===== src/rtl/sub_word_store_ctrl_if.sv =====
// Store-request and data-memory port bundle for the sub-word store sequencer.
// The slave modport is the sequencer; the master modport is the pipeline/memory side.
interface sub_word_store_ctrl_if #(
  parameter int ADDR_W = 10
);
  logic              req_valid;
  logic              req_ready;
  logic [31:0]       req_addr;
  logic [1:0]        req_size;
  logic [31:0]       req_wdata;
  logic              mem_en;
  logic              mem_we;
  logic [ADDR_W-1:0] mem_addr;
  logic [31:0]       mem_wdata;
  logic [31:0]       mem_rdata;
  logic              done;
  logic              err;

  modport slave (
    input  req_valid, req_addr, req_size, req_wdata, mem_rdata,
    output req_ready, mem_en, mem_we, mem_addr, mem_wdata, done, err
  );

  modport master (
    output req_valid, req_addr, req_size, req_wdata, mem_rdata,
    input  req_ready, mem_en, mem_we, mem_addr, mem_wdata, done, err
  );
endinterface


===== src/rtl/sub_word_store_ctrl.sv =====
// Read-modify-write sequencer for sb/sh/sw into a word-only data memory.
// Sub-word stores read the target word, merge the new lane(s), and write it back.
module sub_word_store_lane #(
  parameter int LANE = 0
) (
  input  logic [1:0] size,
  input  logic [1:0] lane,
  input  logic [7:0] word_b,
  input  logic [7:0] half_b,
  input  logic [7:0] byte_b,
  input  logic [7:0] old_b,
  output logic [7:0] merged_b
);
  logic       hit;
  logic [7:0] new_b;

  always_comb begin
    hit   = 1'b0;
    new_b = byte_b;
    case (size)
      2'b00:   hit = (lane == 2'(LANE));
      2'b01: begin
        hit   = (lane[1] == 1'(LANE / 2));
        new_b = half_b;
      end
      2'b10: begin
        hit   = 1'b1;
        new_b = word_b;
      end
      default: hit = 1'b0;
    endcase
  end

  assign merged_b = hit ? new_b : old_b;
endmodule

module sub_word_store_ctrl #(
  parameter int ADDR_W = 10,
  parameter int RD_LAT = 1
) (
  input logic             clk,
  input logic             rst_n,
  sub_word_store_ctrl_if.slave bus
);
  typedef enum logic [1:0] {IDLE, READ, WAIT, WRITE} state_t;

  localparam logic [1:0] LAST = 2'(RD_LAT - 1);

  state_t            state, nxt;
  logic [ADDR_W-1:0] waddr_q;
  logic [1:0]        lane_q;
  logic [1:0]        size_q;
  logic [31:0]       wdata_q;
  logic [3:0][7:0]   old_q;
  logic [3:0][7:0]   merged;
  logic [1:0]        cnt_q;
  logic              err_q;
  logic              accept;
  logic              legal;

  always_comb begin
    legal = 1'b0;
    case (bus.req_size)
      2'b00:   legal = 1'b1;
      2'b01:   legal = ~bus.req_addr[0];
      2'b10:   legal = (bus.req_addr[1:0] == 2'b00);
      default: legal = 1'b0;
    endcase
  end

  assign accept = (state == IDLE) && bus.req_valid;

  always_comb begin
    nxt = state;
    case (state)
      IDLE:    if (accept && legal) nxt = (bus.req_size == 2'b10) ? WRITE : READ;
      READ:    nxt = WAIT;
      WAIT:    if (cnt_q == LAST) nxt = WRITE;
      WRITE:   nxt = IDLE;
      default: nxt = IDLE;
    endcase
  end

  always_ff @(posedge clk or negedge rst_n) begin
    if (!rst_n) begin
      state   <= IDLE;
      waddr_q <= '0;
      lane_q  <= '0;
      size_q  <= '0;
      wdata_q <= '0;
      old_q   <= '0;
      cnt_q   <= '0;
      err_q   <= 1'b0;
    end else begin
      state <= nxt;
      err_q <= accept && !legal;
      if (accept) begin
        waddr_q <= bus.req_addr[ADDR_W+1:2];
        lane_q  <= bus.req_addr[1:0];
        size_q  <= bus.req_size;
        wdata_q <= bus.req_wdata;
      end
      if (state == READ) cnt_q <= '0;
      else if (state == WAIT) cnt_q <= cnt_q + 2'd1;
      // Read data is only valid on the final WAIT cycle.
      if (state == WAIT && cnt_q == LAST) old_q <= bus.mem_rdata;
    end
  end

  for (genvar i = 0; i < 4; i++) begin : g_lane
    sub_word_store_lane #(.LANE(i)) u_lane (
      .size     (size_q),
      .lane     (lane_q),
      .word_b   (wdata_q[8*i +: 8]),
      .half_b   (wdata_q[8*(i%2) +: 8]),
      .byte_b   (wdata_q[7:0]),
      .old_b    (old_q[i]),
      .merged_b (merged[i])
    );
  end

  if (ADDR_W < 30) begin : g_hi_addr
    logic unused_hi_addr;
    assign unused_hi_addr = ^bus.req_addr[31:ADDR_W+2];
  end

  assign bus.req_ready = (state == IDLE);
  assign bus.mem_en    = (state == READ) || (state == WRITE);
  assign bus.mem_we    = (state == WRITE);
  assign bus.mem_addr  = waddr_q;
  assign bus.mem_wdata = (state == WRITE) ? merged : 32'h0;
  assign bus.done      = (state == WRITE);
  assign bus.err       = err_q;
endmodule


===== src/flat_wrapper.sv =====
// flat-port wrapper written by rule: the top's interface ports become plain ports
module sub_word_store_ctrl_flat 
#(
  parameter int ADDR_W = 10,
  parameter int RD_LAT = 1
)
  (clk, rst_n, bus_req_valid, bus_req_addr, bus_req_size, bus_req_wdata, bus_mem_rdata, bus_req_ready, bus_mem_en, bus_mem_we, bus_mem_addr, bus_mem_wdata, bus_done, bus_err);
  sub_word_store_ctrl_if #(.ADDR_W(ADDR_W)) bus_i ();
  input logic clk;
  input logic rst_n;
  input wire logic [$bits(bus_i.req_valid)-1:0] bus_req_valid;
  input wire logic [$bits(bus_i.req_addr)-1:0] bus_req_addr;
  input wire logic [$bits(bus_i.req_size)-1:0] bus_req_size;
  input wire logic [$bits(bus_i.req_wdata)-1:0] bus_req_wdata;
  input wire logic [$bits(bus_i.mem_rdata)-1:0] bus_mem_rdata;
  output wire logic [$bits(bus_i.req_ready)-1:0] bus_req_ready;
  output wire logic [$bits(bus_i.mem_en)-1:0] bus_mem_en;
  output wire logic [$bits(bus_i.mem_we)-1:0] bus_mem_we;
  output wire logic [$bits(bus_i.mem_addr)-1:0] bus_mem_addr;
  output wire logic [$bits(bus_i.mem_wdata)-1:0] bus_mem_wdata;
  output wire logic [$bits(bus_i.done)-1:0] bus_done;
  output wire logic [$bits(bus_i.err)-1:0] bus_err;
  assign bus_i.req_valid = bus_req_valid;
  assign bus_i.req_addr = bus_req_addr;
  assign bus_i.req_size = bus_req_size;
  assign bus_i.req_wdata = bus_req_wdata;
  assign bus_i.mem_rdata = bus_mem_rdata;
  assign bus_req_ready = bus_i.req_ready;
  assign bus_mem_en = bus_i.mem_en;
  assign bus_mem_we = bus_i.mem_we;
  assign bus_mem_addr = bus_i.mem_addr;
  assign bus_mem_wdata = bus_i.mem_wdata;
  assign bus_done = bus_i.done;
  assign bus_err = bus_i.err;
  sub_word_store_ctrl #(.ADDR_W(ADDR_W), .RD_LAT(RD_LAT)) u_core (.clk(clk), .rst_n(rst_n), .bus(bus_i));
endmodule

===== config.mk =====
export PLATFORM = sky130hd
export DESIGN_NAME = sub_word_store_ctrl_flat
export DESIGN_NICKNAME = d
export VERILOG_FILES = /design/src/rtl/sub_word_store_ctrl_if.sv /design/src/rtl/sub_word_store_ctrl.sv /design/src/flat_wrapper.sv
export SDC_FILE = /design/constraint.sdc
export NUM_CORES = 1
export LEC_CHECK = 0
export CELL_PAD_IN_SITES_DETAIL_PLACEMENT = 0
export CELL_PAD_IN_SITES_GLOBAL_PLACEMENT = 1
export CORE_MARGIN = 5
export CORE_UTILIZATION = 35
export CTS_CLUSTER_DIAMETER = 120
export DETAILED_ROUTE_END_ITERATION = 10
export GPL_TIMING_DRIVEN = 1
export PLACE_DENSITY_LB_ADDON = 0.2
export SYNTH_ARGS = -nofsm -noshare
export SYNTH_HDL_FRONTEND = slang
export SYNTH_SLANG_ARGS = --single-unit

===== constraint.sdc =====
create_clock -name clk -period 3.05 [get_ports clk]
set_clock_uncertainty 0.15 [all_clocks]
set_input_delay 0.7625 -clock clk [delete_from_list [all_inputs] [get_ports clk]]
set_output_delay 0.7625 -clock clk [all_outputs]
set_load 0.02 [all_outputs]

==> metrics.csv, run 1 <==
stage,metric,value,unit
power,p_sw_frac,0.388,
timing,clock.fmax,337,MHz
logic_synthesis,syn-cell-area,4140,um^2
detailed_routing,via_per_inst,4.96,
clocking,cts_max_path_buffers,2,
worst_hold_path,hold_path_class,in2async,
floorplanning,start_util,0.359,
cells_and_area,num_antenna_cells,0,
worst_setup_path,critPathCaptureType,output pin,
timing,grt_setup_unrepaired,yes,
detailed_routing,wl_met3,771,um
detailed_routing,wl_per_cell,17.9,um
worst_setup_path,arrival,2.06,ns
worst_setup_path,cp-start-kind,flip-flop,
power,p_comb_frac,0.575,
timing,fin_setup_tns,0,ns
cells_and_area,fin_nets,586,
logic_synthesis,synth_cell_types,32,
worst_setup_path,cp_max_fo,8,
cells_and_area,area_delta_synth_final,46.8,%
floorplanning,dieArea,14100,um^2
detailed_routing,vias,3081,
floorplanning,die_x,119,um
clocking,root_buffer,clkbuf_16,
global_route,grt_pass1_vias,3449,
power,ir_drop,410,uV
logic_synthesis,ys_ff_latch,83,
placed_design,dpl.hpwl,8.05,mm
power,p_leak,2.77,nW
clocking,worstSkewPairLatency,0.33,ns
clocking,numClockSinks,83,
logic_synthesis,syn_inst,333,
global_route,antenna_found_initial,0,
power,pwr-share-seq,0.283,
power,p_switching,2.89,mW
global_route,grt_max_degree,46,
cells_and_area,design_area,6070,um^2
detailed_routing,routed_wl,11.1,mm
timing,setup_viol,0,
power,powerDensity,1230,nW/um^2
timing,slew_violations,0,
run_status,status,"complete, no violations",
power,clkPwrFrac,0.142,
timing,tightest_slew,0.612,ns
detailed_routing,maxUsedRoutingLayer,met4,
clocking,cts_made_buffers,9,
placed_design,dpl_cell_area,5710,um^2
global_route,grt_overflow_total,0,
detailed_routing,wl_met2,4.98,mm
power,p_int,4.55,mW
clocking,cts_htree_levels,3,
global_route,grt_pass1_wl,18.1,mm
logic_synthesis,synth.net_count,444,
floorplanning,pin_count,148,
logic_synthesis,synth_area_per_cell,12.4,um^2
floorplanning,rows,39,
timing,relSlewSlack,0.592,
cells_and_area,final_util,0.527,
detailed_routing,drtIter0Drc,140,
cells_and_area,drive_above_1_share,0.356,
worst_setup_path,cp.required,2.14,ns
logic_synthesis,synth_edf_count,0,
placed_design,numPortBuffers,127,
logic_synthesis,yosysWarnings,0,
worst_setup_path,crit_type,reg2out,
logic_synthesis,ys.flop_type,dfrtp_1,
detailed_routing,route.detailed.drc,0,
floorplanning,die_h,119,um
floorplanning,core,11500,um^2
clocking,cts_tree,done,
timing,min_period_over_period,0.974,
job,drv_cap,0,
placed_design,place.gp.congestion,0.797,
clocking,clkSlewWorstSetupHoldPaths,0.06,ns
placed_design,dp.cells,603,
detailed_routing,antenna_left,0,
detailed_routing,wl_met1,5.23,mm
cells_and_area,stdcell_count,621,
timing,fin_crit,2.97,ns
logic_synthesis,synthArstFlopShare,1.00,
global_route,grt_use_total,0.161,
clocking,cts_hold_buf,0,
logic_synthesis,ys_seq_area_frac,0.502,
detailed_routing,drtPass1Iterations,4,
timing,finalHoldViolations,0,
-- layout by cell type, fill, tap and decap left out, types with 6 or more instances in the layout --
cell / synthesis / final
ha_1: 10 / 6
nand2_1: 36 / 34
mux2_2: 78 / 78
buf_4: 3 / 24
buf_6: 0 / 10
dfrtp_1: 83 / 82
o211a_1: 16 / 16
clkbuf_16: 0 / 9
nor2b_1: 9 / 9
a22oi_1: 8 / 8
mux2i_1: 24 / 24
o22ai_1: 8 / 6
clkdlybuf4s50_1: 0 / 93
o21ai_0: 12 / 12
buf_12: 0 / 6
buf_2: 8 / 17
-- per-stage QoR --
step	setup slack (ns)	power, mW	hold WS [ns]
finish	0.0787	7.44	0.278
detailed placement	-0.116	6.24	0.343
CTS	-0.0436	7.40	0.305
global placement	-0.0575	6.15	0.336
floorplan	0.408	4.52	0.317
global route	-0.0125	7.96	0.325
-- kinds of logic after synthesis --
| family | count (synthesis) | share of synthesized area |
|---|---|---|
| muxes | 102 | 0.270 |
| DFF | 83 | 0.502 |
| and+or+nand+nor | 57 | 0.0666 |
| AOI/OAI and AO/OA | 53 | 0.0999 |
| buffers and inverters | 28 | 0.0306 |
| adders and majority gates | 10 | 0.0303 |
-- power groups by stage --
stage	logic, mW	clock network, mW	registers, mW
after floorplan	2.49	0	2.03
after global placement	4.08	0	2.08
after detailed placement	4.13	0	2.11
after CTS	4.21	1.09	2.10
after global routing	4.65	1.13	2.18
final	4.28	1.06	2.10
-- critical path, cell delays in order, from the launching register on --
cell      delay [ns]
dfrtp_1         0.39
buf_6           0.14
ha_4            0.15
o21bai_4        0.17
buf_4           0.14
a21oi_4         0.23
buf_12          0.16
nand2_1         0.05
o211a_1         0.13
buf_4           0.15
-- per-layer routing --
layer,vias to the layer above,track usage
li1,1466,-
met2,95,0.248
met4,0,0.0485
met5,-,0
met3,12,0.0497
met1,1508,0.218
-- flip-flops by register name, indices dropped and copies added (netlist names) --
register,flops
u_core.lane_q,2
u_core.bus.mem_addr,10
u_core.bus.err,1
u_core.wdata_q,32
u_core.old_q,32
u_core.state,2
u_core.cnt_q,2
u_core.size_q,2
-- final cells by class --
class,count,area (um^2)
fillers,1061,5440
multi-input cells,222,2040
inverters,7,26.3
clock inverters,3,40.0
well taps,143,179
clock buffers,11,243
flip-flops and latches,83,2080
repair buffers,152,1470
-- cells in the mapped netlist, types with 3 or more instances --
cell | number | area (um^2)
o21ai_0 | 12 | 60.1
nor2b_1 | 9 | 56.3
clkbuf_1 | 7 | 26.3
a22oi_1 | 8 | 60.1
mux2i_1 | 24 | 240
o211a_1 | 16 | 160
nor2_1 | 3 | 11.3
ha_1 | 10 | 125
buf_4 | 3 | 22.5
dfrtp_1 | 83 | 2080
nand2_1 | 36 | 135
inv_1 | 7 | 26.3
o22ai_1 | 8 | 50.1
buf_2 | 8 | 40.0
mux2_2 | 78 | 878
buf_1 | 3 | 11.3
-- repair_timing --
item | in CTS | in global routing
setup endpoints to repair | 32 | 30
resized for setup | 141 | 34
cloned | 1 | 0
setup buffers | 1 | 2
pin swaps | 3 | 3
-- path summary, 6_finish.rpt --
path	from	to	slack [ns]	cells after the start
hold reg to reg	u_core.old_q[4]$_DFFE_PN0P_	u_core.old_q[4]$_DFFE_PN0P_	0.36	1
hold / removal	rst_n	u_core.bus.mem_addr[4]$_DFFE_PN0P_	0.28	1
setup reg to reg	u_core.state[0]$_DFFE_PN0P_	u_core.old_q[23]$_DFFE_PN0P_	1.20	5
setup / recovery	u_core.size_q[0]$_DFFE_PN0P_	bus_mem_wdata[21]	0.08	9
min in group clk	u_core.old_q[4]$_DFFE_PN0P_	u_core.old_q[4]$_DFFE_PN0P_	0.36	1
max in group asynchronous	rst_n	u_core.size_q[1]$_DFFE_PN0P_	1.80	2
(Power assumes the default switching activity.)
==> inputs of run 2 (changes only) <==
--- a/config.mk
+++ b/config.mk
@@ -8,11 +8,12 @@
 export CELL_PAD_IN_SITES_DETAIL_PLACEMENT = 0
 export CELL_PAD_IN_SITES_GLOBAL_PLACEMENT = 1
 export CORE_MARGIN = 5
-export CORE_UTILIZATION = 35
+export CORE_UTILIZATION = 37
 export CTS_CLUSTER_DIAMETER = 120
 export DETAILED_ROUTE_END_ITERATION = 10
 export GPL_TIMING_DRIVEN = 1
 export PLACE_DENSITY_LB_ADDON = 0.2
 export SYNTH_ARGS = -nofsm -noshare
 export SYNTH_HDL_FRONTEND = slang
+export SYNTH_HIERARCHICAL = 1
 export SYNTH_SLANG_ARGS = --single-unit
==> metrics.csv, run 2 <==
stage,metric,value,unit,change
floorplanning,core,13200,um^2,was 11500 um^2
logic_synthesis,ys_seq_area_frac,0.420,,was 0.502
logic_synthesis,netlist.area_leader.share,0.420,,was 0.502
timing,fin_crit,3.24,ns,was 2.97 ns
placed_design,dp.cells,716,,was 603
cells_and_area,drive_above_1_share,0.472,,was 0.356
placed_design,place.gp.congestion,0.767,,was 0.797
job,drv_cap,0,,unchanged
power,p_leak,3.32,nW,was 2.77 nW
floorplanning,start_util,0.375,,was 0.359
worst_setup_path,crit_buf_inv,4,,unchanged
logic_synthesis,yosys.area.top_type,dfrtp_1,,unchanged
cells_and_area,stdcell_count,761,,was 621
detailed_routing,drtIter0Drc,120,,was 140
worst_setup_path,max_stage_delay,0.51,ns,was 0.39 ns
logic_synthesis,synthArstFlopShare,1.00,,unchanged
clocking,cts_max_path_buffers,2,,unchanged
detailed_routing,via_per_inst,4.87,,was 4.96
clocking,cts_tree,done,,unchanged
worst_setup_path,crit_top_cell,buf_6,,was buf_4
worst_setup_path,path_cells,"inv_2, ha_4, nor2b_4, o21bai_4, a21oi_4, buf_6, buf_4, mux2_4, and2_4, buf_6",,"was buf_6, ha_4, o21bai_4, buf_4, a21oi_4, buf_12, nand2_1, o211a_1, buf_4"
global_route,grt_pass1_wl,21.4,mm,was 18.1 mm
timing,min_period_over_period,1.06,,was 0.974
detailed_routing,wl_per_cell,17.5,um,was 17.9 um
timing,fin_setup_tns,-4.42,ns,was 0 ns
global_route,grt_pass1_vias,4078,,was 3449
clocking,cts_htree_levels,3,,unchanged
timing,tightest_slew,0.511,ns,was 0.612 ns
clocking,worstSkewPairLatency,0.34,ns,was 0.33 ns
timing,worst_slack,-0.185,ns,was 0.0787 ns
clocking,cts_hold_buf,0,,unchanged
logic_synthesis,yosysWarnings,6,,was 0
timing,finalHoldViolations,0,,unchanged
timing,slew_violations,0,,unchanged
cells_and_area,num_antenna_cells,0,,unchanged
logic_synthesis,synth_cell_types,33,,was 32
detailed_routing,route.detailed.drc,0,,unchanged
global_route,grt_max_degree,49,,was 46
power,p_total,9.97,mW,was 7.44 mW
detailed_routing,wl_met1,5.87,mm,was 5.23 mm
worst_setup_path,arrival,2.32,ns,was 2.06 ns
logic_synthesis,yosys-top-cells-area,"dfrtp_1 (42%), mux2_2 (18%), mux2_4 (8.8%)",,"was dfrtp_1 (50%), mux2_2 (21%), mux2i_1 (5.8%)"
logic_synthesis,synth.most_common_cell,dfrtp_1,,unchanged
worst_setup_path,cp-start-kind,flip-flop,,unchanged
detailed_routing,vias,3706,,was 3081
cells_and_area,final_common_cell,clkdlybuf4s50_1,,unchanged
worst_setup_path,cp.required,2.14,ns,about the same
run_status,failed_checks,setup timing,,
detailed_routing,antenna_left,0,,unchanged
clocking,root_buffer,clkbuf_16,,unchanged
cells_and_area,area_delta_synth_final,51.4,%,was 46.8%
floorplanning,die_x,126,um,was 119 um
logic_synthesis,synth.net_count,543,,was 444
detailed_routing,maxUsedRoutingLayer,met4,,unchanged
clocking,numClockSinks,83,,unchanged
logic_synthesis,synth_area_per_cell,11.8,um^2,was 12.4 um^2
worst_setup_path,cp_top_family,flip-flops,,was buffers and inverters
worst_hold_path,hold_path_class,in2async,,unchanged
detailed_routing,wl_met2,6.54,mm,was 4.98 mm
placed_design,numPortBuffers,127,,unchanged
logic_synthesis,ys.flop_type,dfrtp_1,,unchanged
power,ir_drop,696,uV,was 410 uV
global_route,grt_overflow_total,0,,unchanged
cells_and_area,final_util,0.567,,was 0.527
logic_synthesis,syn-cell-area,4940,um^2,was 4140 um^2
detailed_routing,drtPass1Iterations,4,,unchanged
global_route,grt_use_total,0.173,,was 0.161
floorplanning,rows,42,,was 39
placed_design,dpl_cell_area,6440,um^2,was 5710 um^2
cells_and_area,fin_nets,703,,was 586
floorplanning,pin_count,148,,unchanged
detailed_routing,routed_wl,13.3,mm,was 11.1 mm
clocking,clkSlewWorstSetupHoldPaths,0.06,ns,about the same
logic_synthesis,ys_ff_latch,83,,unchanged
timing,clock.fmax,309,MHz,was 337 MHz
clocking,cts_made_buffers,9,,unchanged
placed_design,dpl.hpwl,9.21,mm,was 8.05 mm
power,powerDensity,1330,nW/um^2,was 1230 nW/um^2
worst_setup_path,cp_max_fo,8,,unchanged
timing,setup_viol,32,,was 0
worst_setup_path,reg2reg_slack,1.14,ns,was 1.20 ns
timing,holdWs,0.231,ns,was 0.278 ns
timing,relSlewSlack,0.659,,was 0.592
worst_setup_path,critPathCaptureType,output pin,,unchanged
timing,grt_setup_unrepaired,yes,,unchanged
floorplanning,dieArea,15800,um^2,was 14100 um^2
placed_design,pre_cts_ws,-0.379,ns,was -0.116 ns
floorplanning,die_h,126,um,was 119 um
detailed_routing,wl_met3,806,um,was 771 um
logic_synthesis,syn_inst,420,,was 333
worst_setup_path,cpMaxStageDelayCell,dfrtp_2,,was dfrtp_1
cells_and_area,final_cell_mix,"clkdlybuf4s50_1 (93), dfrtp_1 (81), mux2_4 (55), mux2_2 (55), buf_6 (46)",,"was clkdlybuf4s50_1 (93), dfrtp_1 (82), mux2_2 (78)"
logic_synthesis,synthTopCellsByCount,"dfrtp_1 (83), mux2_2 (81), a21oi_1 (35)",,"was dfrtp_1 (83), mux2_2 (78), nand2_1 (36)"
worst_setup_path,crit_type,reg2out,,unchanged
logic_synthesis,synth_edf_count,0,,unchanged
cells_and_area,design_area,7480,um^2,was 6070 um^2
global_route,antenna_found_initial,0,,unchanged
run_status,status,"complete, but fails checks",,"was complete, no violations"
run 2: cell count changes after synthesis, sizes merged, moves of 10 or more:
cell   delta
a21oi    +36
a22oi    +25
and2     +32
ha       +12
inv      +10
mux2     +32
mux2i    -22
nand2    -34
nor2     +28
o211a    -16
o21ai    -11
run 2: layer usage:
layer / vias up / GRT usage
met2: 96 / 0.281
met4: 0 / 0.0561
met5: - / 0
met1: 1810 / 0.226
met3: 7 / 0.0443
li1: 1793 / -
run 2: power by group:
part / internal [mW] / switching, mW
Sequential: 1.67 / 0.605
Combinational: 3.84 / 2.68
Clock: 0.724 / 0.455
Total: 6.23 / 3.74
run 2: layout make-up:
type / count / area, um^2
fill: 1146 / 5710
multi-input combinational: 292 / 2990
sequential: 83 / 2080
timing repair buffer: 177 / 1800
clock buffer: 11 / 233
tap: 176 / 220
clock inverter: 5 / 85.1
inverter: 17 / 73.8
run 2: worst paths after layout:
path	from	end	cells after the start
setup / recovery	u_core/size_q[0]$_DFFE_PN0P_	bus_mem_wdata[0]	10
setup reg to reg	u_core/state[0]$_DFFE_PN0P_	u_core/old_q[30]$_DFFE_PN0P_	5
min in group clk	u_core/old_q[12]$_DFFE_PN0P_	u_core/old_q[12]$_DFFE_PN0P_	1
max in group asynchronous	rst_n	u_core/size_q[1]$_DFFE_PN0P_	2
hold reg to reg	u_core/old_q[12]$_DFFE_PN0P_	u_core/old_q[12]$_DFFE_PN0P_	1
hold / removal	rst_n	u_core/bus.mem_addr[9]$_DFFE_PN0P_	1
run 2: logic make-up (layout without fill, tap and decap cells):
kind of cell	after synthesis	in the layout	synth area share
mux	112	112	0.277
flops	83	83	0.420
compound gates	80	80	0.114
simple gates	78	78	0.0821
buf+inv	45	210	0.0504
fa+ha+maj	22	22	0.0557
run 2: worst reg2reg max path, cell delays in order, from the launching register on:
cell and delay [ns]:
dfrtp_1 0.41, inv_1 0.10, ha_1 0.23, nand2_1 0.30
buf_12 0.24, mux2_2 0.38
run 2: what timing repair did:
action	4_1_cts	5_1_grt
resized for setup	290	16
buffers inserted	27	2
endpoints found under the setup margin	32	33
pin swaps	12	1
==> inputs of run 3 (changes only) <==
--- a/config.mk
+++ b/config.mk
@@ -5,9 +5,9 @@
 export SDC_FILE = /design/constraint.sdc
 export NUM_CORES = 1
 export LEC_CHECK = 0
+export CAP_MARGIN = 20
 export CELL_PAD_IN_SITES_DETAIL_PLACEMENT = 0
 export CELL_PAD_IN_SITES_GLOBAL_PLACEMENT = 1
-export CORE_MARGIN = 5
 export CORE_UTILIZATION = 37
 export CTS_CLUSTER_DIAMETER = 120
 export DETAILED_ROUTE_END_ITERATION = 10
==> metrics.csv, run 3 (synthesis gave the netlist of run 2 again) <==
stage,metric,value,unit,change
cells_and_area,area_delta_synth_final,51.9,%,was 51.4%
timing,relSlewSlack,0.633,,was 0.659
timing,setup_viol,27,,was 32
worst_setup_path,endpoint,bus_mem_wdata[15],,was bus_mem_wdata[0]
timing,grt_setup_unrepaired,yes,,unchanged
cells_and_area,design_area,7500,um^2,was 7480 um^2
power,p_leak,3.29,nW,was 3.32 nW
detailed_routing,drtIter0Drc,101,,was 120
cells_and_area,drive_above_1_share,0.502,,was 0.472
floorplanning,core,12800,um^2,was 13200 um^2
job,drv_cap,0,,unchanged
worst_setup_path,r2r-end,u_core/wdata_q[20]$_DFFE_PN0P_,,was u_core/old_q[30]$_DFFE_PN0P_
cells_and_area,fin_nets,692,,was 703
worst_setup_path,rr_worst_depth,5,,unchanged
global_route,grt_max_degree,43,,was 49
clocking,clkSlewWorstSetupHoldPaths,0.06,ns,about the same
floorplanning,die_h,118,um,was 126 um
clocking,cts_made_buffers,9,,unchanged
floorplanning,rows,41,,was 42
detailed_routing,wl_per_cell,17.5,um,about the same
detailed_routing,route.detailed.drc,0,,unchanged
timing,min_period_over_period,1.03,,was 1.06
floorplanning,start_util,0.385,,was 0.375
worst_setup_path,reg2reg_slack,1.08,ns,was 1.14 ns
floorplanning,pin_count,148,,unchanged
floorplanning,die_x,118,um,was 126 um
worst_setup_path,cp.required,2.14,ns,about the same
cells_and_area,final_common_cell,clkdlybuf4s50_1,,unchanged
placed_design,dpl.hpwl,8.97,mm,was 9.21 mm
placed_design,numPortBuffers,127,,unchanged
worst_setup_path,cp-startpoint,u_core/size_q[0]$_DFFE_PN0P_,,unchanged
clocking,cts_htree_levels,3,,unchanged
worst_setup_path,critPathCaptureType,output pin,,unchanged
timing,tightest_slew,0.550,ns,was 0.511 ns
run_status,status,"complete, but fails checks",,unchanged
worst_setup_path,cp-start-kind,flip-flop,,unchanged
global_route,grt_use_total,0.196,,was 0.173
cells_and_area,final_util,0.585,,was 0.567
placed_design,dpl_cell_area,6480,um^2,was 6440 um^2
placed_design,place.gp.congestion,0.769,,was 0.767
detailed_routing,vias,3666,,was 3706
clocking,cts_tree,done,,unchanged
detailed_routing,antenna_left,0,,unchanged
worst_setup_path,r2r_start,u_core/state[0]$_DFFE_PN0P_,,unchanged
timing,slew_violations,0,,unchanged
clocking,worstSkewPairLatency,0.34,ns,about the same
global_route,grt_overflow_total,0,,unchanged
global_route,grt_pass1_wl,21.1,mm,was 21.4 mm
cells_and_area,num_antenna_cells,0,,unchanged
timing,worst_slack,-0.0997,ns,was -0.185 ns
worst_setup_path,cp_max_fo,8,,unchanged
timing,fin_crit,3.15,ns,was 3.24 ns
global_route,antenna_found_initial,0,,unchanged
global_route,grt_pass1_vias,4027,,was 4078
timing,clock.fmax,317,MHz,was 309 MHz
detailed_routing,drtPass1Iterations,4,,unchanged
worst_hold_path,hold_path_class,in2async,,unchanged
cells_and_area,fill_cells,1070,,was 1146
detailed_routing,via_per_inst,4.91,,was 4.87
clocking,cts_max_path_buffers,2,,unchanged
worst_setup_path,arrival,2.24,ns,was 2.32 ns
floorplanning,dieArea,13800,um^2,was 15800 um^2
power,powerDensity,1350,nW/um^2,was 1330 nW/um^2
detailed_routing,routed_wl,13.0,mm,was 13.3 mm
power,ir_drop,651,uV,was 696 uV
run_status,failed_checks,setup timing,,unchanged
timing,finalHoldViolations,0,,unchanged
worst_setup_path,crit_type,reg2out,,unchanged
clocking,root_buffer,clkbuf_16,,unchanged
clocking,numClockSinks,83,,unchanged
cells_and_area,final_cell_mix,"clkdlybuf4s50_1 (94), dfrtp_1 (81), mux2_4 (61)",,"was clkdlybuf4s50_1 (93), dfrtp_1 (81), mux2_4 (55), mux2_2 (55), buf_6 (46)"
run 3: power breakdown:
| part | leakage, nW | switching [mW] | internal, mW |
|---|---|---|---|
| logic | 2.16 | 2.88 | 3.89 |
| clock network | 0.153 | 0.429 | 0.677 |
| registers | 0.976 | 0.592 | 1.67 |
| total | 3.29 | 3.90 | 6.24 |
run 3: area by class of cell:
| cell class | instances | area, um^2 | area share |
|---|---|---|---|
| Timing Repair Buffer | 166 | 1730 | 0.230 |
| Sequential cell | 83 | 2080 | 0.277 |
| Clock buffer | 12 | 256 | 0.0342 |
| Multi-Input combinational cell | 292 | 3090 | 0.411 |
| Clock inverter | 4 | 48.8 | 0.00650 |
| Inverter | 17 | 88.8 | 0.0118 |
| Tap cell | 172 | 215 | 0.0287 |
run 3: stage by stage:
step	hold slack, ns	std cells	setup TNS (ns)	setup WS, ns	power, mW
after CTS	0.281	745	-2.09	-0.109	9.95
final	0.258	746	-1.90	-0.0997	10.1
after floorplan	0.317	420	0	0.303	5.63
after global placement	0.334	716	-8.01	-0.286	7.33
after detailed placement	0.340	716	-9.79	-0.355	7.44
after global routing	0.299	746	-3.96	-0.166	10.8
run 3: routing by layer:
layer | vias to the layer above | global-route usage | wire, um
met4 | 0 | 0.0745 | 230
li1 | 1777 | - | -
met5 | - | 0 | 0
met1 | 1787 | 0.246 | 5790
met3 | 16 | 0.0417 | 584
met2 | 86 | 0.331 | 6420
run 3: critical path, cell delays in order, from the launching register on:
cell and delay, ns:
dfrtp_2 0.46, buf_6 0.15, inv_6 0.06, ha_4 0.14
a21oi_4 0.06, o31ai_4 0.24, buf_12 0.18, mux2_4 0.30
and2_4 0.16, buf_6 0.12
run 3: worst min-delay path by stage:
stage / endpoint / start / cells after the start
after floorplan: u_core/bus.err$_DFF_PN0_ / rst_n / 0
after global placement: u_core/old_q[0]$_DFFE_PN0P_ / u_core/old_q[0]$_DFFE_PN0P_ / 1
after detailed placement: u_core/old_q[14]$_DFFE_PN0P_ / u_core/old_q[14]$_DFFE_PN0P_ / 1
after CTS: u_core/wdata_q[15]$_DFFE_PN0P_ / rst_n / 1
after global routing: u_core/old_q[24]$_DFFE_PN0P_ / rst_n / 1
final: u_core/wdata_q[30]$_DFFE_PN0P_ / rst_n / 1
run 3: timing repair:
item	in CTS	in global routing
hold buffers	0	0
endpoints found under the hold margin	0	0
endpoints found under the setup margin	32	32
resized for setup	318	25
pin swaps	20	10
buffers inserted	13	1
==> edit 1 (flow settings as in run 1) <==
Reset style: synchronous (`rst_n`), changed in one clocked block.
--- a/src/rtl/sub_word_store_ctrl.sv
+++ b/src/rtl/sub_word_store_ctrl.sv
@@ -81,7 +81,7 @@
     endcase
   end
 
-  always_ff @(posedge clk or negedge rst_n) begin
+  always_ff @(posedge clk) begin
     if (!rst_n) begin
       state   <= IDLE;
       waddr_q <= '0;
Check against the original RTL: differs if rst_n is asserted again (counterexample within 4 cycles, from zero or initial values and one cycle with rst_n low); with rst_n held inactive, the same outputs for 10 cycles.
==> edit 1 against run 1 <==
  * Area after synthesis grew 3.7%
  * Synthesized cell count rose by 62%
  * Sequential cell count unchanged
  * Wire length up 13%
  * Count of clock-buffer cells in the layout shrank 2
  * Cell area about the same
  * Die area rose by 3.4%
  * First-iteration DRC count up 36%
  * Global-route usage grew 1.4 points
  * Worst setup slack lost 10 ps
  * Critical endpoint is now bus_mem_wdata[9]
  * Highest routed layer unchanged
Power is not compared: it rests on default switching activity, and its combinational part moved more than twofold at a synthesized area within 25%.
==> edit 1: results (changes against run 1) <==
| Metric | Value |
|---|---|
| XOR/XNOR Fraction of Synth Area | 0.204% (+0.20 points) |
| Synth area leaders | dfxtp_1 39%, nand2_1 17%, a21boi_0 15%, mux2i_1 7.9%, ha_1 2.9% |
| Largest fanout on the critical path | 10 (+2) |
| First-pass GRT wire length | 20.1 mm (+11%) |
| Fillers | 1203 (+13%) |
| Combinational family with the most area after synthesis | simple AND/OR/NAND/NOR gates |
| Mapped Nets | 650 (+46%) |
| GP Congestion | 0.904 (+13%) |
| Hold WC Path Type | flip-flop to flip-flop |
| Async set or reset register ratio after synthesis | 0% (-100 points) |
| Post-synthesis mux area share | 10.0% (-17 points) |
| Top_reg_cell synth | dfxtp_1 |
| Sequential-to-total area share from yosys stat | 38.8% (-11 points) |
| Vias in the first global route | 4116 (+19%) |
| Post-route design area | 6070 um2 (about the same) |
| Top cells by count, synth | 193 x nand2_1, 83 x a21boi_0, 83 x dfxtp_1, 34 x mux2i_1, 24 x clkbuf_1 |
| Wirelength per Cell | 15.3 um (-14%) |
| Fin nets | 778 (+33%) |
| Largest net degree at the start of global routing | 52 (+13%) |
| Synth Area in Compound Gates | 20.9% (+11 points) |
| Leak pwr | 2.27 nW |
| Total GRT Usage | 17.5% (+1.4 points) |
| Post-DP Area | 5810 um2 (+1.9%) |
| HPWL Detailed | 9.53 mm (+18%) |
| Layout cells sized above 1 | 16.8% (-19 points) |
| Post-synthesis cell type count | 36 (+13%) |
| Status | finished, final reports clean |
| Initial drt markers | 190 (+36%) |
| Adder-cell share of the synthesized area | 2.92% (-0.11 points) |
-- edit 1: cell count changes in the layout (fill, tap and decap cells not counted), sizes merged, moves of 16 or more --
cell,run 1,this run
mux2,78,8
dfrtp,83,0
o211a,16,0
dfxtp,0,83
nand2,36,193
a21boi,0,86
-- edit 1: timing repair --
action,CTS,global route
setup endpoints to repair,32,30
resized for setup,130,22
setup buffers,2,1
pin swaps,1,0
-- edit 1: kinds of logic (layout without fill, tap and decap cells) --
kind of cell | after synthesis | count (layout)
muxes | 42 | 42
DFF | 83 | 83
buffers and inverters | 51 | 184
adders and majority gates | 10 | 10
and+or+nand+nor | 229 | 229
AOI/OAI and AO/OA | 123 | 123
xor gates and xnor gates | 1 | 1
-- edit 1: final timing paths --
| kind | from | to | slack, ps | cells past startpoint |
|---|---|---|---|---|
| setup reg to reg | u_core.state[0] | u_core.lane_q[0] | 1210 | 6 |
| setup / recovery | u_core.size_q[0] | bus_mem_wdata[9] | 70 | 7 |
| hold reg to reg | u_core.old_q[13] | u_core.old_q[13] | 310 | 2 |
| hold / removal | u_core.old_q[13] | u_core.old_q[13] | 310 | 2 |
-- edit 1: per-layer routing --
| metal | global-route usage, % | vias to the layer above | part of all wire (%) |
|---|---|---|---|
| met3 | 4.21 | 16 | 5.3 |
| met5 | 0 | - | 0 |
| met4 | 7.22 | 0 | 2.1 |
| met2 | 30.3 | 96 | 49 |
| li1 | - | 2035 | - |
| met1 | 20.7 | 1841 | 44 |
-- edit 1: critical path, cell delays in order (launching register included) --
cell      delay (ps)
dfxtp_1          330
buf_4            120
ha_2             180
a21oi_2           50
o21a_4           230
or3_2            460
a21boi_2         180
buf_4            160
-- edit 1: where the power goes --
group	leakage [nW]	total (W)	switching [W]	internal (W)
Sequential	0.678	0.00136	0.000116	0.00124
Clock	0.138	0.00110	0.000464	0.000639
Combinational	1.45	0.00131	0.000696	0.000614
-- edit 1: final cells by class --
cell class	instances	area share [%]
multi-input cells	405	40.4
flip-flops and latches	83	27.4
repair buffers	158	23.6
clock buffers	9	3.71
well taps	147	3.03
clock inverters	7	1.24
inverters	10	0.618
-- edit 1: per-stage QoR --
stage                     setup WS, ps  std cells  hold WS [ps]  TNS (ps)
after floorplan                    205        539           290         0
after global placement            -116        800           298      -448
after detailed placement          -131        800           305      -721
after CTS                        -58.8        818           315     -60.2
after global routing             -25.7        819           336     -40.3
final                             68.6        819           310         0
==> edit 2 (settings of run 1) <==
Without the edit above. `ADDR_W` is set to 10 in 3 places; all go to 11.
--- a/src/rtl/sub_word_store_ctrl_if.sv
+++ b/src/rtl/sub_word_store_ctrl_if.sv
@@ -1,7 +1,7 @@
 // Store-request and data-memory port bundle for the sub-word store sequencer.
 // The slave modport is the sequencer; the master modport is the pipeline/memory side.
 interface sub_word_store_ctrl_if #(
-  parameter int ADDR_W = 10
+  parameter int ADDR_W = 11
 );
   logic              req_valid;
   logic              req_ready;
--- a/src/rtl/sub_word_store_ctrl.sv
+++ b/src/rtl/sub_word_store_ctrl.sv
@@ -35,7 +35,7 @@
 endmodule
 
 module sub_word_store_ctrl #(
-  parameter int ADDR_W = 10,
+  parameter int ADDR_W = 11,
   parameter int RD_LAT = 1
 ) (
   input logic             clk,
--- a/src/flat_wrapper.sv
+++ b/src/flat_wrapper.sv
@@ -1,7 +1,7 @@
 // flat-port wrapper written by rule: the top's interface ports become plain ports
 module sub_word_store_ctrl_flat 
 #(
-  parameter int ADDR_W = 10,
+  parameter int ADDR_W = 11,
   parameter int RD_LAT = 1
 )
   (clk, rst_n, bus_req_valid, bus_req_addr, bus_req_size, bus_req_wdata, bus_mem_rdata, bus_req_ready, bus_mem_en, bus_mem_we, bus_mem_addr, bus_mem_wdata, bus_done, bus_err);
Ports: changed (resized bus_mem_addr); port bits go from 148 to 149. The function was not compared with the original's and may differ.
==> edit 2 against run 1 <==
  * Worst setup slack improved by 5.3 ps
  * Die area rose by 0.78%
  * Clock power is 11% higher
  * Power grew 3.3%
  * Critical path depth down 1
  * Cell area grew 1.9%
  * Sequential cell count up 1
  * Worst hold slack worse by 57 ps
  * Fmax grew 0.18%
  * Global-route usage is 0.66 points higher
  * Wire length increased by 4.1%
  * Area after synthesis increased by 0.85%
  * Count of clock-buffer cells in the layout shrank 2
  * Largest power group unchanged
==> edit 2: results (changes against run 1) <==
| Metric | Value |
|---|---|
| Synth Area in Compound Gates | 9.90% (-0.084 points) |
| Clk power | 0.00118 W (+11%) |
| Core area | 11600 um2 (+0.42%) |
| Post-DP Area | 5790 um2 (+1.6%) |
| Critical path capture point | bus_mem_wdata[7] |
| Peak supply drop | 0.000427 V (+4.3%) |
| Placed Cells | 608 (+0.83%) |
| Seq/total area | 34.0% (-0.25 points) |
| Vias in the first global route | 3470 (+0.61%) |
| Initial drt markers | 97 (-31%) |
| Actual slew at the worst max-slew pin | 468 ps (-144 ps) |
| Routed wl met2 | 5.42 mm (+8.8%) |
| Met3 Routed Length | 739 um (-4.2%) |
| Crit-path max cell delay | 410 ps (+20 ps) |
| Status | finished, final reports clean |
| Total GRT Usage | 16.7% (+0.66 points) |
| #MultiIn Comb | 223 (+0.45%) |
| PortBufs | 129 (+1.6%) |
| Wirelength per Cell | 18.5 um (+3.0%) |
| Fillers | 1057 (-0.38%) |
| GR Util met2 | 26.6% (+1.8 points) |
| First-pass GRT wire length | 18.7 mm (+3.1%) |
| GP Congestion | 0.768 (-3.7%) |
| Total Power | 0.00769 W (+3.3%) |
| Sequential-to-total area share from yosys stat | 50.4% (+0.18 points) |
| Multi-input gate area | 2060 um2 (+0.98%) |
| Non-CTS buffers | 155 (+2.0%) |
| Post-synthesis mux area share | 27.1% (+0.043 points) |
| Synth-to-Final Area Change | 48.4% |
| Met3 GRT Util | 5.50% (+0.53 points) |
| DRT met1 WL | 5.32 mm (+1.6%) |
| Adder-cell share of the synthesized area | 3.00% (-0.025 points) |
## edit 2: cell count changes after synthesis, sizes merged
cell	delta
buf	-1
clkbuf	+1
dfrtp	+1
mux2	+1
## edit 2: what timing repair did
action / CTS / global route
gates resized for setup: 135 / 42
endpoints found under the hold margin: 0 / 0
setup buffers: 1 / 3
cloned: 1 / 0
hold buffers: 0 / 0
pin swaps: 2 / 4
setup endpoints to repair: 32 / 32
## edit 2: worst min-delay path by stage
stage / from / end / slack (ps)
6_report: rst_n / u_core.wdata_q[2] / 220
5_1_grt: rst_n / u_core.wdata_q[2] / 250
4_1_cts: rst_n / u_core.wdata_q[2] / 230
3_5_place_dp: u_core.bus.mem_addr[8] / u_core.bus.mem_addr[8] / 340
3_3_place_gp: u_core.bus.mem_addr[9] / u_core.bus.mem_addr[9] / 340
2_1_floorplan: rst_n / u_core.bus.err / 320
